==> src/rtl/bus_serial_bridge.sv <==
// CPU parallel bus to narrow pin-bus bridge: serial address/data/command beats, waited reads.
// Define BSB_TIMEOUT_EN to abort reads whose wait run exceeds TIMEOUT cycles.
module bus_serial_bridge #(
   parameter int AW      = 32,
   parameter int DW      = 32,
   parameter int LW      = 8,
   parameter int TIMEOUT = 15
) (
   input  logic          clk,
   input  logic          rst_n,
   input  logic          req_valid,
   output logic          req_ready,
   input  logic          req_we,
   input  logic [AW-1:0] req_addr,
   input  logic [DW-1:0] req_wdata,
   output logic          rsp_valid,
   input  logic          rsp_ready,
   output logic [DW-1:0] rsp_rdata,
   output logic          rsp_err,
   output logic [LW-1:0] pin_a,
   output logic [LW-1:0] pin_d_out,
   output logic [LW-1:0] pin_d_oe,
   input  logic [LW-1:0] pin_d_in,
   output logic          pin_strobe,
   input  logic          pin_wait
);

   localparam int AB = AW / LW;
   localparam int DB = DW / LW;
   localparam int NB = (AB > DB) ? AB : DB;
   localparam int KW = (NB > 1) ? $clog2(NB) : 1;

   localparam logic [KW-1:0] A_LAST = KW'(NB - 1);
   localparam logic [KW-1:0] D_LAST = KW'(DB - 1);
   localparam logic [LW-1:0] CMD_RD = LW'(2);

   localparam logic [2:0] S_IDLE = 3'd0;
   localparam logic [2:0] S_ADDR = 3'd1;
   localparam logic [2:0] S_CMD  = 3'd2;
   localparam logic [2:0] S_READ = 3'd3;
   localparam logic [2:0] S_RESP = 3'd4;

   if ((AW % LW) != 0 || (DW % LW) != 0 || LW < 2 || TIMEOUT < 1) begin : g_bad_param
      $error("bus_serial_bridge: illegal parameter combination");
   end

   logic [2:0]    state;
   logic [KW-1:0] beat;
   logic          we;
   logic [AW-1:0] addr_sh;
   logic [DW-1:0] wdata_sh;
   logic [DW-1:0] rd_acc;
   logic [DW-1:0] rd_next;

`ifdef BSB_TIMEOUT_EN
   localparam int TW = $clog2(TIMEOUT + 1);
   localparam logic [TW-1:0] T_MAX = TW'(TIMEOUT);
   logic [TW-1:0] wcnt;
`endif

   assign req_ready = rst_n && (state == S_IDLE);

   // Lanes arrive LSB-first, so each capture enters at the top and shifts down.
   assign rd_next = (rd_acc >> LW) | (DW'(pin_d_in) << (DW - LW));

   always_ff @(posedge clk) begin
      if (!rst_n) begin
         state      <= S_IDLE;
         beat       <= '0;
         we         <= 1'b0;
         addr_sh    <= '0;
         wdata_sh   <= '0;
         rd_acc     <= '0;
         rsp_valid  <= 1'b0;
         rsp_rdata  <= '0;
         rsp_err    <= 1'b0;
         pin_a      <= '0;
         pin_d_out  <= '0;
         pin_d_oe   <= '0;
         pin_strobe <= 1'b0;
`ifdef BSB_TIMEOUT_EN
         wcnt       <= '0;
`endif
      end else begin
         case (state)
            S_IDLE: begin
               if (req_valid) begin
                  we         <= req_we;
                  addr_sh    <= req_addr >> LW;
                  wdata_sh   <= req_wdata >> LW;
                  rd_acc     <= '0;
                  beat       <= '0;
                  pin_a      <= req_addr[LW-1:0];
                  pin_d_out  <= req_we ? req_wdata[LW-1:0] : '0;
                  pin_d_oe   <= {LW{req_we}};
                  pin_strobe <= 1'b1;
                  state      <= S_ADDR;
               end
            end
            S_ADDR: begin
               pin_strobe <= 1'b0;
               if (beat == A_LAST) begin
                  pin_a     <= CMD_RD | LW'(we);
                  pin_d_out <= '0;
                  pin_d_oe  <= '0;
                  state     <= S_CMD;
               end else begin
                  beat      <= beat + KW'(1);
                  pin_a     <= addr_sh[LW-1:0];
                  addr_sh   <= addr_sh >> LW;
                  pin_d_out <= we ? wdata_sh[LW-1:0] : '0;
                  wdata_sh  <= wdata_sh >> LW;
               end
            end
            S_CMD: begin
               pin_a <= '0;
               beat  <= '0;
`ifdef BSB_TIMEOUT_EN
               wcnt  <= '0;
`endif
               if (we) begin
                  rsp_valid <= 1'b1;
                  rsp_rdata <= '0;
                  rsp_err   <= 1'b0;
                  state     <= S_RESP;
               end else begin
                  state <= S_READ;
               end
            end
            S_READ: begin
               if (!pin_wait) begin
                  rd_acc <= rd_next;
`ifdef BSB_TIMEOUT_EN
                  wcnt   <= '0;
`endif
                  if (beat == D_LAST) begin
                     rsp_valid <= 1'b1;
                     rsp_rdata <= rd_next;
                     rsp_err   <= 1'b0;
                     state     <= S_RESP;
                  end else begin
                     beat <= beat + KW'(1);
                  end
`ifdef BSB_TIMEOUT_EN
               end else if (wcnt == T_MAX) begin
                  rsp_valid <= 1'b1;
                  rsp_rdata <= '0;
                  rsp_err   <= 1'b1;
                  state     <= S_RESP;
               end else begin
                  wcnt <= wcnt + TW'(1);
`endif
               end
            end
            S_RESP: begin
               if (rsp_ready) begin
                  rsp_valid <= 1'b0;
                  rsp_rdata <= '0;
                  rsp_err   <= 1'b0;
                  state     <= S_IDLE;
               end
            end
            default: state <= S_IDLE;
         endcase
      end
   end

endmodule

==> config.mk <==
export PLATFORM = sky130hd
export DESIGN_NAME = bus_serial_bridge
export DESIGN_NICKNAME = d
export VERILOG_FILES = /design/src/rtl/bus_serial_bridge.sv
export SDC_FILE = /design/constraint.sdc
export NUM_CORES = 1
export LEC_CHECK = 0
export BUFFER_PORTS_ARGS = -buffer_cell sky130_fd_sc_hd__buf_2
export CORE_MARGIN = 3
export CORE_UTILIZATION = 53
export CTS_CLUSTER_SIZE = 10
export DETAILED_ROUTE_END_ITERATION = 7
export PLACE_DENSITY = 0.77
export REMOVE_ABC_BUFFERS = 1
export SYNTH_ARGS = -nofsm -noshare
export SYNTH_HDL_FRONTEND = slang
export SYNTH_SLANG_ARGS = --single-unit
==> constraint.sdc <==
create_clock -name clk -period 1.88 [get_ports clk]
set_input_delay 0.094 -clock clk [delete_from_list [all_inputs] [get_ports clk]]
set_output_delay 0.094 -clock clk [all_outputs]
set_load 0.01 [all_outputs]
[Yosys cells after proc, flatten, opt, wreduce, memory -nomap -nowiden]
Cells that the tools add are included.
Cells by class
  eq/ne operators: 12
  $add $sub $neg: 1
  reductions and logical operators: 16
  multiplexer cells: 47
  bitwise logic cells: 1
Operators by type and width (count)
  $mux W32: 10
  $pmux W32 S2: 3
  $pmux W32 S3: 1
  $mux W8: 8
  $or A24 B32 Y32: 1
  $pmux W8 S2: 2
  $pmux W8 S3: 1
  $mux W3: 6
  $pmux W3 S5: 1
  $ne A2 B2 Y1 const B: 7
  $reduce_and A3 Y1: 4
  $reduce_and A5 Y1: 2
  $mux W1: 8
  $pmux W2 S4: 1
  $eq A3 B2 Y1 const B: 2
  $mux W2: 3
  $pmux W1 S3: 2
  $reduce_and A2 Y1: 3
  $reduce_bool A3 Y1: 2
  $reduce_bool A2 Y1: 2
  $reduce_bool A4 Y1: 1
  $eq A3 B1 Y1 const B: 1
  $eq A3 B3 Y1 const B: 1
  $logic_not A3 Y1: 1
  other kinds (4): 4
Storage, ports and cells
  bits of input ports: 78
  output and inout port bits: 60
  word-level logic and storage cells: 90
  register bits after elaboration: 161

[Longest topological paths before layout]
Gate-level depths: netlist of run 1.
  word-level depth: 4
  mapped depth: 7
  depth with buffers taken out: 5

[Worst setup path after synthesis of run 1]
No wires, ideal clock.
  path kind: reg-to-reg
  start point: register beat[0]
  end point: register rsp_rdata[24]
  required time: 1.808 ns
  buffers on the path: 2
  arrival: 1.564 ns
  cell stages (with the launch flop): 8
  slack: 0.245 ns
  path through: dfxtp_1 > ha_1 > buf_2 > nand2b_1 > and2_1 > a21oi_4 > buf_6 > mux2i_1
Between the ends
  cells in the longest elaborated chain, start to end: 3
Ends and longest elaborated chain
  start: declaration: line 48  | logic [KW-1:0] beat;
  start signal: assignment: line 108  | beat <= beat + KW'(1);
  start signal: assignment: line 142  | beat <= beat + KW'(1);
  $eq A2 B2 Y1: line 136  | if (beat == D_LAST) begin
  $ne A2 B2 Y1 (no line)
  $reduce_and A5 Y1 (no line)
  end signal: assignment: line 138  | rsp_rdata <= rd_next;
  end: declaration: line 18  | output logic [DW-1:0] rsp_rdata,
No other way between the ends.
A chain may end at the register's enable or synchronous reset.

[Final worst setup path of run 1]
  start point: register beat[0]
  end point: register beat[0]
Between the ends
  cells in the longest elaborated chain, start to end: 4
Ends and longest elaborated chain
  $add A2 B1 Y2 or $eq A2 B2 Y1 (tied branches)
  $mux W2 *: line 102, 136
  $mux W2: line 131  | if (!pin_wait) begin
  $pmux W2 S4 *: line 85  | case (state)
Mark *: on every way between the ends. The rest lies on a longest branch, timed or not. The select of a mux whose other input is x is not followed.

==> results.md, run 1 <==
| Group | Result | Value |
| --- | --- | --- |
| critical path | Standard cell with the maximum stage delay on the critical path | sky130_fd_sc_hd__a211oi_1 |
| critical path | Delay-heaviest family, CP | compound AO/OA/AOI/OAI gates |
| detailed routing | Average vias per placed instance | 5.69 |
| critical path | Required time reported for the critical path endpoint | 2.29 ns |
| pwr | Combinational Power Share | 11.3% |
| clock network | Total clock buffers created by CTS | 17 |
| hold path | Min-delay worst type | in2reg |
| pwr | Sequential power share | 41.6% |
| floorplan | Die width | 108 um |
| grt | Maximum number of pins on one net before global-route repair | 67 |
| critical path | Maximum cell stage delay along the critical path | 0.54 ns |
| yosys | XOR/XNOR share of the synthesized area | 0% |
| outcome | Result of the run | completed |
| pwr | Internal power | 5340 uW |
| job | Max-cap violations | 0 |
| sta | Summed negative setup slack over all endpoints | 0 ns |
| grt | Final global-route overflow total | 0 |
| detailed routing | DR pass1 iterations | 8 |
| critical path | Worst r2r src | beat[0]$_SDFFE_PN0P_ |
| sta | Final period demand of the worst path | 1.80 ns |
| yosys | Synthesized-area fraction occupied by ao, oa, aoi and oai cells | 21.0% |
| yosys | Combinational family with the most area after synthesis | compound AO/OA/AOI/OAI gates |
| floorplan | Core area | 9950 um^2 |
| grt | Via count of the first global-routing pass | 5312 |
| detailed routing | Wirelength per Cell | 15.9 um |
| sta | Setup repair after global routing missed its margin | false |
| sta | Worst slew margin relative to its limit | 53.1% |
| clock network | Post-CTS Setup Inserts | 0 |
| cells and area | Number of antenna repair diodes | 0 |
| floorplan | Site Rows | 36 |
| placed design | Worst slack after detailed placement | 0.137 ns |
| critical path | Ordered cell list for the critical path | ha_1 -> a21o_1 -> a211oi_1 -> mux2i_1 -> nor2b_1 |
| sta | Share of the clock period used by the worst path after layout | 95.7% |
| critical path | Kind of end point of the critical path | flip-flop |
| pwr | Worst supply voltage drop on vdd | 0.666 mV |
| floorplan | Boundary Pins | 138 |
| grt | Tot GR Track Use | 27.6% |
| yosys | Top cell type's share of synthesized area | 46.9% |
| pwr | Overall power | 7040 uW |
| critical path | Arrival time of the worst setup path | 2.21 ns |
| placed design | Total instance count after detailed placement | 883 |
| yosys | EDFF count, synth | 0 |
| critical path | Startpoint types | flip-flop |
| yosys | Mux share of post-synthesis cell area | 6.18% |
| cells and area | Final std cells w/o fill | 986 |
| yosys | Post-synthesis share of cell area spent on full adders, half adders and majority gates | 0.455% |
| critical path | Critical Setup Path Class | reg2reg |
| grt | Initial antenna violation count | 0 |
| critical path | WP buf/inv | 0 |
| pwr | Switching part of the total | 24.2% |
| detailed routing | Detailed Route WL | 15700 um |
| floorplan | Height of the chip | 108 um |
| yosys | Flop and latch count out of synthesis | 129 |
| placed design | Count of port buffers added during placement | 136 |
| clock network | CTS Buffer Depth | 2 |
| clock network | H-Tree Depth | 4 |
| critical path | Startpoint of the worst setup timing path | beat[0]$_SDFFE_PN0P_ |
| placed design | Detailed placer's ending HPWL | 8980 um |
| clock network | Number of clock sinks | 129 |
| clock network | TritonCTS clock tree | done |
| pwr | Power Density | 929 nW/um^2 |
| clock network | Clock-pin slew on the worst setup and hold paths | 0.06 ns |
| sta | Transition time at the pin with the least slew margin | 0.698 ns |
| detailed routing | DRT iter0 DRCs | 380 |
| sta | Setup slack of the critical path after layout | 0.0808 ns |
| placed design | Post-place instance area | 6260 um^2 |
| clock network | Worst-Skew Late Latency | 0.52 ns |
| cells and area | Post-route cell area | 7570 um^2 |
| floorplan | Initial Utilization | 55.3% |
| yosys | Synth warn | 0 |
| yosys | Primary flip-flop cell chosen by synthesis mapping | sky130_fd_sc_hd__dfxtp_1 |
| pwr | Leakage Power | 0.00321 uW |
| grt | Global-route wire length before repair | 25700 um |
| detailed routing | Final ANT Viol Nets | 0 |
| pwr | Clk pwr share | 47.1% |
| yosys | Area share of and/or/nand/nor cells after synthesis | 19.1% |
| pwr | Switching power total | 1700 uW |
| cells and area | Share of layout cells above drive strength 1 | 23.3% |
| yosys | Netlist cell types | 38 |
| yosys | Largest area contributor in the synthesized netlist | sky130_fd_sc_hd__dfxtp_1 |
| cells and area | Area growth, synth to finish | 37.7% |
| yosys | Mapped Cells | 658 |
| cells and area | Total number of nets in the final design | 921 |
| yosys | Sequential element share of the synthesized area | 46.9% |
| placed design | Weighted congestion reported at the end of routability-driven placement | 0.922 |
| yosys | Post-synthesis instance area | 5500 um^2 |
| floorplan | Die area | 11600 um^2 |
| yosys | Cell types occupying the most area after synthesis | sky130_fd_sc_hd__dfxtp_1 (47%), sky130_fd_sc_hd__a21oi_1 (7.0%), sky130_fd_sc_hd__nand3_1 (6.9%) |
| sta | Number of hold violations in the final report | 0 |
| hold path | Worst hold path startpoint | req_addr[3] |
| sta | Setup clock skew after layout | 0.00765 ns |
| critical path | Maximum fanout along the worst path | 5 |
| clock network | Cell at the root of the clock tree | sky130_fd_sc_hd__clkbuf_8 |
| sta | Number of max-slew violations in the final report | 0 |
| detailed routing | Via count | 5606 |
| yosys | Average footprint of a synthesized cell | 8.36 um^2 |
| cells and area | Total of fill cells in the finished design | 671 |
| sta | Max Freq | 556 MHz |
| sta | Final-report setup violation count | 0 |
| yosys | Post-synthesis async set-or-reset flop share | 0% |
| detailed routing | DRC | 0 |
-- power by group through the flow --
stage / registers (uW) / logic (uW) / clock network, uW
after detailed placement: 2980 / 648 / 0
final: 2930 / 796 / 3310
after CTS: 2920 / 768 / 3330
after global routing: 2940 / 881 / 3450
after global placement: 2970 / 635 / 0
after floorplan: 2990 / 320 / 0
-- layout by cell type (no fill, tap or decap), types with 2 or more instances in the layout --
cell | netlist | routed
sky130_fd_sc_hd__o211a_1 | 7 | 7
sky130_fd_sc_hd__o21ai_0 | 73 | 73
sky130_fd_sc_hd__dfxtp_1 | 129 | 129
sky130_fd_sc_hd__mux2i_1 | 34 | 34
sky130_fd_sc_hd__dlygate4sd3_1 | 0 | 72
sky130_fd_sc_hd__buf_2 | 14 | 135
sky130_fd_sc_hd__a211oi_1 | 2 | 2
sky130_fd_sc_hd__nor2_1 | 16 | 15
sky130_fd_sc_hd__o21ai_1 | 3 | 2
sky130_fd_sc_hd__clkinv_2 | 0 | 4
sky130_fd_sc_hd__a21oi_1 | 77 | 77
sky130_fd_sc_hd__o31ai_1 | 2 | 2
sky130_fd_sc_hd__bufinv_16 | 0 | 3
sky130_fd_sc_hd__nand2_1 | 98 | 98
sky130_fd_sc_hd__nand3_1 | 76 | 76
sky130_fd_sc_hd__a221oi_1 | 8 | 8
sky130_fd_sc_hd__nor3_1 | 2 | 2
sky130_fd_sc_hd__clkbuf_8 | 0 | 4
sky130_fd_sc_hd__ha_1 | 2 | 2
sky130_fd_sc_hd__and2_1 | 3 | 3
sky130_fd_sc_hd__o21a_1 | 3 | 3
sky130_fd_sc_hd__or3b_1 | 3 | 2
sky130_fd_sc_hd__nand2b_1 | 9 | 9
sky130_fd_sc_hd__clkinvlp_4 | 0 | 2
sky130_fd_sc_hd__a21o_1 | 3 | 3
sky130_fd_sc_hd__nor2b_2 | 0 | 2
sky130_fd_sc_hd__a21boi_0 | 18 | 18
sky130_fd_sc_hd__buf_12 | 0 | 4
sky130_fd_sc_hd__buf_4 | 8 | 21
sky130_fd_sc_hd__nor2b_1 | 10 | 8
sky130_fd_sc_hd__clkbuf_16 | 0 | 16
sky130_fd_sc_hd__nor4b_1 | 2 | 2
-- cells by family (layout without fill, tap and decap cells) --
kind of cell             after synthesis  in the layout
AND/OR/NAND/NOR                      224            224
buffers and inverters                 69            264
AO/OA/AOI/OAI                        199            199
other                                  1              1
multiplexers                          34             34
flip-flops                           129            129
adder cells (fa/ha/maj)                2              2
-- layout make-up --
class	count	area [um^2]	area share, %
clock buffers	21	459	6.06
inverters	1	3.75	0.0496
multi-input cells	460	2590	34.3
flip-flops and latches	129	2580	34.1
clock inverters	10	134	1.77
well taps	133	166	2.20
repair buffers	232	1630	21.6
-- worst register-to-register path: stages, from the launching register on --
cell and delay [ns]:
sky130_fd_sc_hd__dfxtp_1 0.34, sky130_fd_sc_hd__ha_1 0.29, sky130_fd_sc_hd__a21o_1 0.20, sky130_fd_sc_hd__a211oi_1 0.54, sky130_fd_sc_hd__mux2i_1 0.26, sky130_fd_sc_hd__nor2b_1 0.06
-- synthesized netlist by cell type, types with 5 or more instances --
cell type / number
sky130_fd_sc_hd__a21boi_0: 18
sky130_fd_sc_hd__buf_1: 5
sky130_fd_sc_hd__buf_4: 8
sky130_fd_sc_hd__clkbuf_1: 37
sky130_fd_sc_hd__o211a_1: 7
sky130_fd_sc_hd__nand3_1: 76
sky130_fd_sc_hd__nor2_1: 16
sky130_fd_sc_hd__mux2i_1: 34
sky130_fd_sc_hd__nand2_1: 98
sky130_fd_sc_hd__nor2b_1: 10
sky130_fd_sc_hd__o21ai_0: 73
sky130_fd_sc_hd__dfxtp_1: 129
sky130_fd_sc_hd__a21oi_1: 77
sky130_fd_sc_hd__buf_2: 14
sky130_fd_sc_hd__a221oi_1: 8
sky130_fd_sc_hd__nand2b_1: 9
-- layer usage --
layer	vias up	GRT usage [%]	wire length, um
met4	0	12.3	595
met1	2594	35.1	6590
met3	67	7.08	1100
met2	293	44.1	7410
met5	-	0	0
li1	2652	-	-
-- worst paths after layout --
check / to / slack, ns / cells after the start
hold / removal: pin_a[3]$_SDFFE_PN0P_ / 0.02 / 5
setup / recovery: beat[0]$_SDFFE_PN0P_ / 0.08 / 5
hold reg to reg: rsp_rdata[7]$_SDFFE_PN0P_ / 0.46 / 2
setup reg to reg: beat[0]$_SDFFE_PN0P_ / 0.08 / 5
-- registers in the layout (all words and copies together), names as in the netlist, 2 cells and up --
signal / cells
addr_sh: 24
beat: 2
pin_a: 8
pin_d_out: 8
rd_acc: 24
rsp_rdata: 32
state: 3
wdata_sh: 24
-- repair_timing --
item	in CTS	in global routing
endpoints found under the setup margin	0	2
hold buffers	72	0
gates resized for setup	0	2
hold endpoints to repair	82	0
-- stage by stage --
| step | util (%) | hold slack [ns] |
|---|---|---|
| final | 76.1 | 0.0227 |
| after CTS | 76.0 | 0.0127 |
| after global placement | 62.8 | 0.338 |
| after global routing | 76.1 | 0.0340 |
| after floorplan | - | 0.208 |
| after detailed placement | 62.8 | 0.343 |
No activity file was read; power rests on OpenSTA's default activity.
==> run 2, diff against run 1 <==
Settings changed: CAP_MARGIN set to 10, CORE_MARGIN 3 to 10.
==> run 2 against run 1 <==
Critical path depth up 1. Design area rose by 0.53%. Routed wire length grew 3.7%. Combinational power shrank 0.5%. Register-to-register slack improved by 0.02 ns. Sequential power about the same. Worst hold slack got worse by 0.010 ns. Cell count up 0.51%. Non-clock buffer count stayed put.
==> results.md, run 2 (same netlist as run 1, synthesis figures left out) <==
| Group | Result | Value |
| --- | --- | --- |
| sta | Max Freq | 563 MHz |
| sta | Worst slew margin relative to its limit | 56.4% |
| sta | Share of the clock period used by the worst path after layout | 94.5% |
| detailed routing | Detailed Route WL | 16300 um |
| pwr | Power Density | 948 nW/um^2 |
| detailed routing | DRT iter0 DRCs | 379 |
| critical path | Reg-to-reg setup timing slack | 0.10 ns |
| sta | Summed negative setup slack over all endpoints | 0 ns |
| critical path | Kind of end point of the critical path | flip-flop |
| placed design | Weighted congestion reported at the end of routability-driven placement | 0.817 |
| detailed routing | DRC | 0 |
| hold path | Worst hold endpoint | pin_a[4]$_SDFFE_PN0P_ |
| pwr | Leakage Power | 0.00322 uW |
| floorplan | Boundary Pins | 138 |
| clock network | TritonCTS clock tree | done |
| cells and area | Area growth, synth to finish | 38.4% |
| clock network | CTS Buffer Depth | 2 |
| grt | Initial antenna violation count | 1 |
| sta | Setup repair after global routing missed its margin | false |
| grt | Via count of the first global-routing pass | 5461 |
| critical path | Arrival time of the worst setup path | 2.21 ns |
| clock network | Total clock buffers created by CTS | 17 |
| clock network | H-Tree Depth | 4 |
| cells and area | Max reg flops | 32 |
| detailed routing | Average vias per placed instance | 5.58 |
| sta | Number of hold violations in the final report | 0 |
| cells and area | Post-route cell area | 7610 um^2 |
| floorplan | Die width | 122 um |
| placed design | Detailed placer's ending HPWL | 9870 um |
| job | Max-cap violations | 0 |
| critical path | Required time reported for the critical path endpoint | 2.31 ns |
| sta | Setup clock skew after layout | 0.00748 ns |
| cells and area | Final std cells w/o fill | 991 |
| cells and area | Total number of nets in the final design | 921 |
| placed design | Post-place instance area | 6260 um^2 |
| placed design | Total instance count after detailed placement | 886 |
| outcome | Result of the run | completed |
| critical path | RR Endpoint | wdata_sh[17]$_SDFFE_PN0P_ |
| floorplan | Site Rows | 37 |
| critical path | Worst r2r src | state[0]$_SDFFE_PN0P_ |
| hold path | Min-delay worst type | in2reg |
| critical path | Startpoint types | flip-flop |
| grt | Global-route wire length before repair | 26600 um |
| critical path | Critical Setup Path Class | reg2reg |
| grt | Maximum number of pins on one net before global-route repair | 83 |
| detailed routing | Wirelength per Cell | 16.4 um |
| floorplan | Height of the chip | 122 um |
| cells and area | Most flops, register | rsp_rdata |
| floorplan | Core area | 10200 um^2 |
| grt | Tot GR Track Use | 21.8% |
| cells and area | Leading cell type in the layout, fill and taps excluded | sky130_fd_sc_hd__buf_2 |
| hold path | Cells on Worst Hold Path | 5 |
| detailed routing | DR pass1 iterations | 5 |
| detailed routing | Final ANT Viol Nets | 0 |
| floorplan | Initial Utilization | 53.8% |
| sta | Final period demand of the worst path | 1.78 ns |
| sta | Final-report setup violation count | 0 |
| pwr | Worst supply voltage drop on vdd | 0.579 mV |
| detailed routing | Via count | 5532 |
| cells and area | Commonest cells after routing, fill and taps aside | sky130_fd_sc_hd__buf_2 (135), sky130_fd_sc_hd__dfxtp_1 (129), sky130_fd_sc_hd__nand2_1 (98) |
| cells and area | Share of layout cells above drive strength 1 | 23.3% |
| sta | Transition time at the pin with the least slew margin | 0.649 ns |
| placed design | Count of port buffers added during placement | 136 |
| clock network | Number of clock sinks | 129 |
| clock network | Clock-pin slew on the worst setup and hold paths | 0.06 ns |
| floorplan | Die area | 14900 um^2 |
| sta | Number of max-slew violations in the final report | 0 |
| grt | Final global-route overflow total | 0 |
| clock network | Worst-Skew Late Latency | 0.53 ns |
| hold path | Worst hold path startpoint | req_addr[4] |
| clock network | Cell at the root of the clock tree | sky130_fd_sc_hd__clkbuf_8 |
| critical path | Maximum fanout along the worst path | 33 |
| critical path | Worst Reg2Reg Path Length in Cells | 6 |
-- run 2: changes by cell type in the layout (fill, tap and decap cells not counted), sizes merged --
cell         change
bufinv           +2
buf              +1
diode            +1
clkbuf           -3
dlygate4sd3      -1
clkinv           +1
clkinvlp         +1
-- run 2: layout make-up --
cell class	instances	area (um^2)
diodes	1	2.50
clock buffers	18	418
clock inverters	14	214
fillers	699	2620
inverters	1	3.75
multi-input cells	460	2590
flip-flops and latches	129	2580
well taps	136	170
repair buffers	232	1630
-- run 2: worst max path at each step --
stage                                from                        end  depth (start not counted)
finish              state[0]$_SDFFE_PN0P_  wdata_sh[17]$_SDFFE_PN0P_                          6
global route        state[0]$_SDFFE_PN0P_  wdata_sh[19]$_SDFFE_PN0P_                          6
CTS                 state[0]$_SDFFE_PN0P_  wdata_sh[17]$_SDFFE_PN0P_                          6
detailed placement  state[0]$_SDFFE_PN0P_  wdata_sh[17]$_SDFFE_PN0P_                          6
global placement     beat[0]$_SDFFE_PN0P_  wdata_sh[22]$_SDFFE_PN0P_                          6
floorplan           state[0]$_SDFFE_PN0P_   addr_sh[16]$_SDFFE_PN0P_                          4
-- run 2: metal layers --
metal  part of all wire, %  vias up  GRT usage [%]
met4                   2.9        0           10.3
li1                      -     2647              -
met2                    50      214           36.5
met3                   6.3       48           5.83
met5                     0        -              0
met1                    41     2623           25.3
-- run 2: timing repair --
| item | CTS | global route |
|---|---|---|
| setup buffers | 0 | 1 |
| hold buffers | 71 | 0 |
| endpoints found under the setup margin | 0 | 14 |
| resized for setup | 0 | 1 |
| hold endpoints to repair | 85 | 0 |
-- run 2: report_power, final --
part | internal, uW | switching, uW
logic | 370 | 423
clock network | 2280 | 1210
registers | 2860 | 70.9
-- run 2: through the flow --
step | total power, uW | worst slack, ns | hold WS (ns) | utilization [%]
2_1_floorplan | 3310 | -0.895 | 0.208 | -
3_3_place_gp | 3610 | 0.261 | 0.338 | 61.2
3_5_place_dp | 3630 | 0.147 | 0.342 | 61.2
4_1_cts | 7220 | 0.0977 | 0.00253 | 74.3
5_1_grt | 7460 | 0.0175 | 0.0387 | 74.4
6_report | 7220 | 0.102 | 0.0127 | 74.4
-- run 2: critical path: stages, from the launching register on --
cell,delay [ns]
sky130_fd_sc_hd__dfxtp_1,0.38
sky130_fd_sc_hd__buf_4,0.19
sky130_fd_sc_hd__nor2b_1,0.32
sky130_fd_sc_hd__o21a_1,0.27
sky130_fd_sc_hd__buf_12,0.19
sky130_fd_sc_hd__nand3_1,0.09
sky130_fd_sc_hd__a21boi_0,0.23
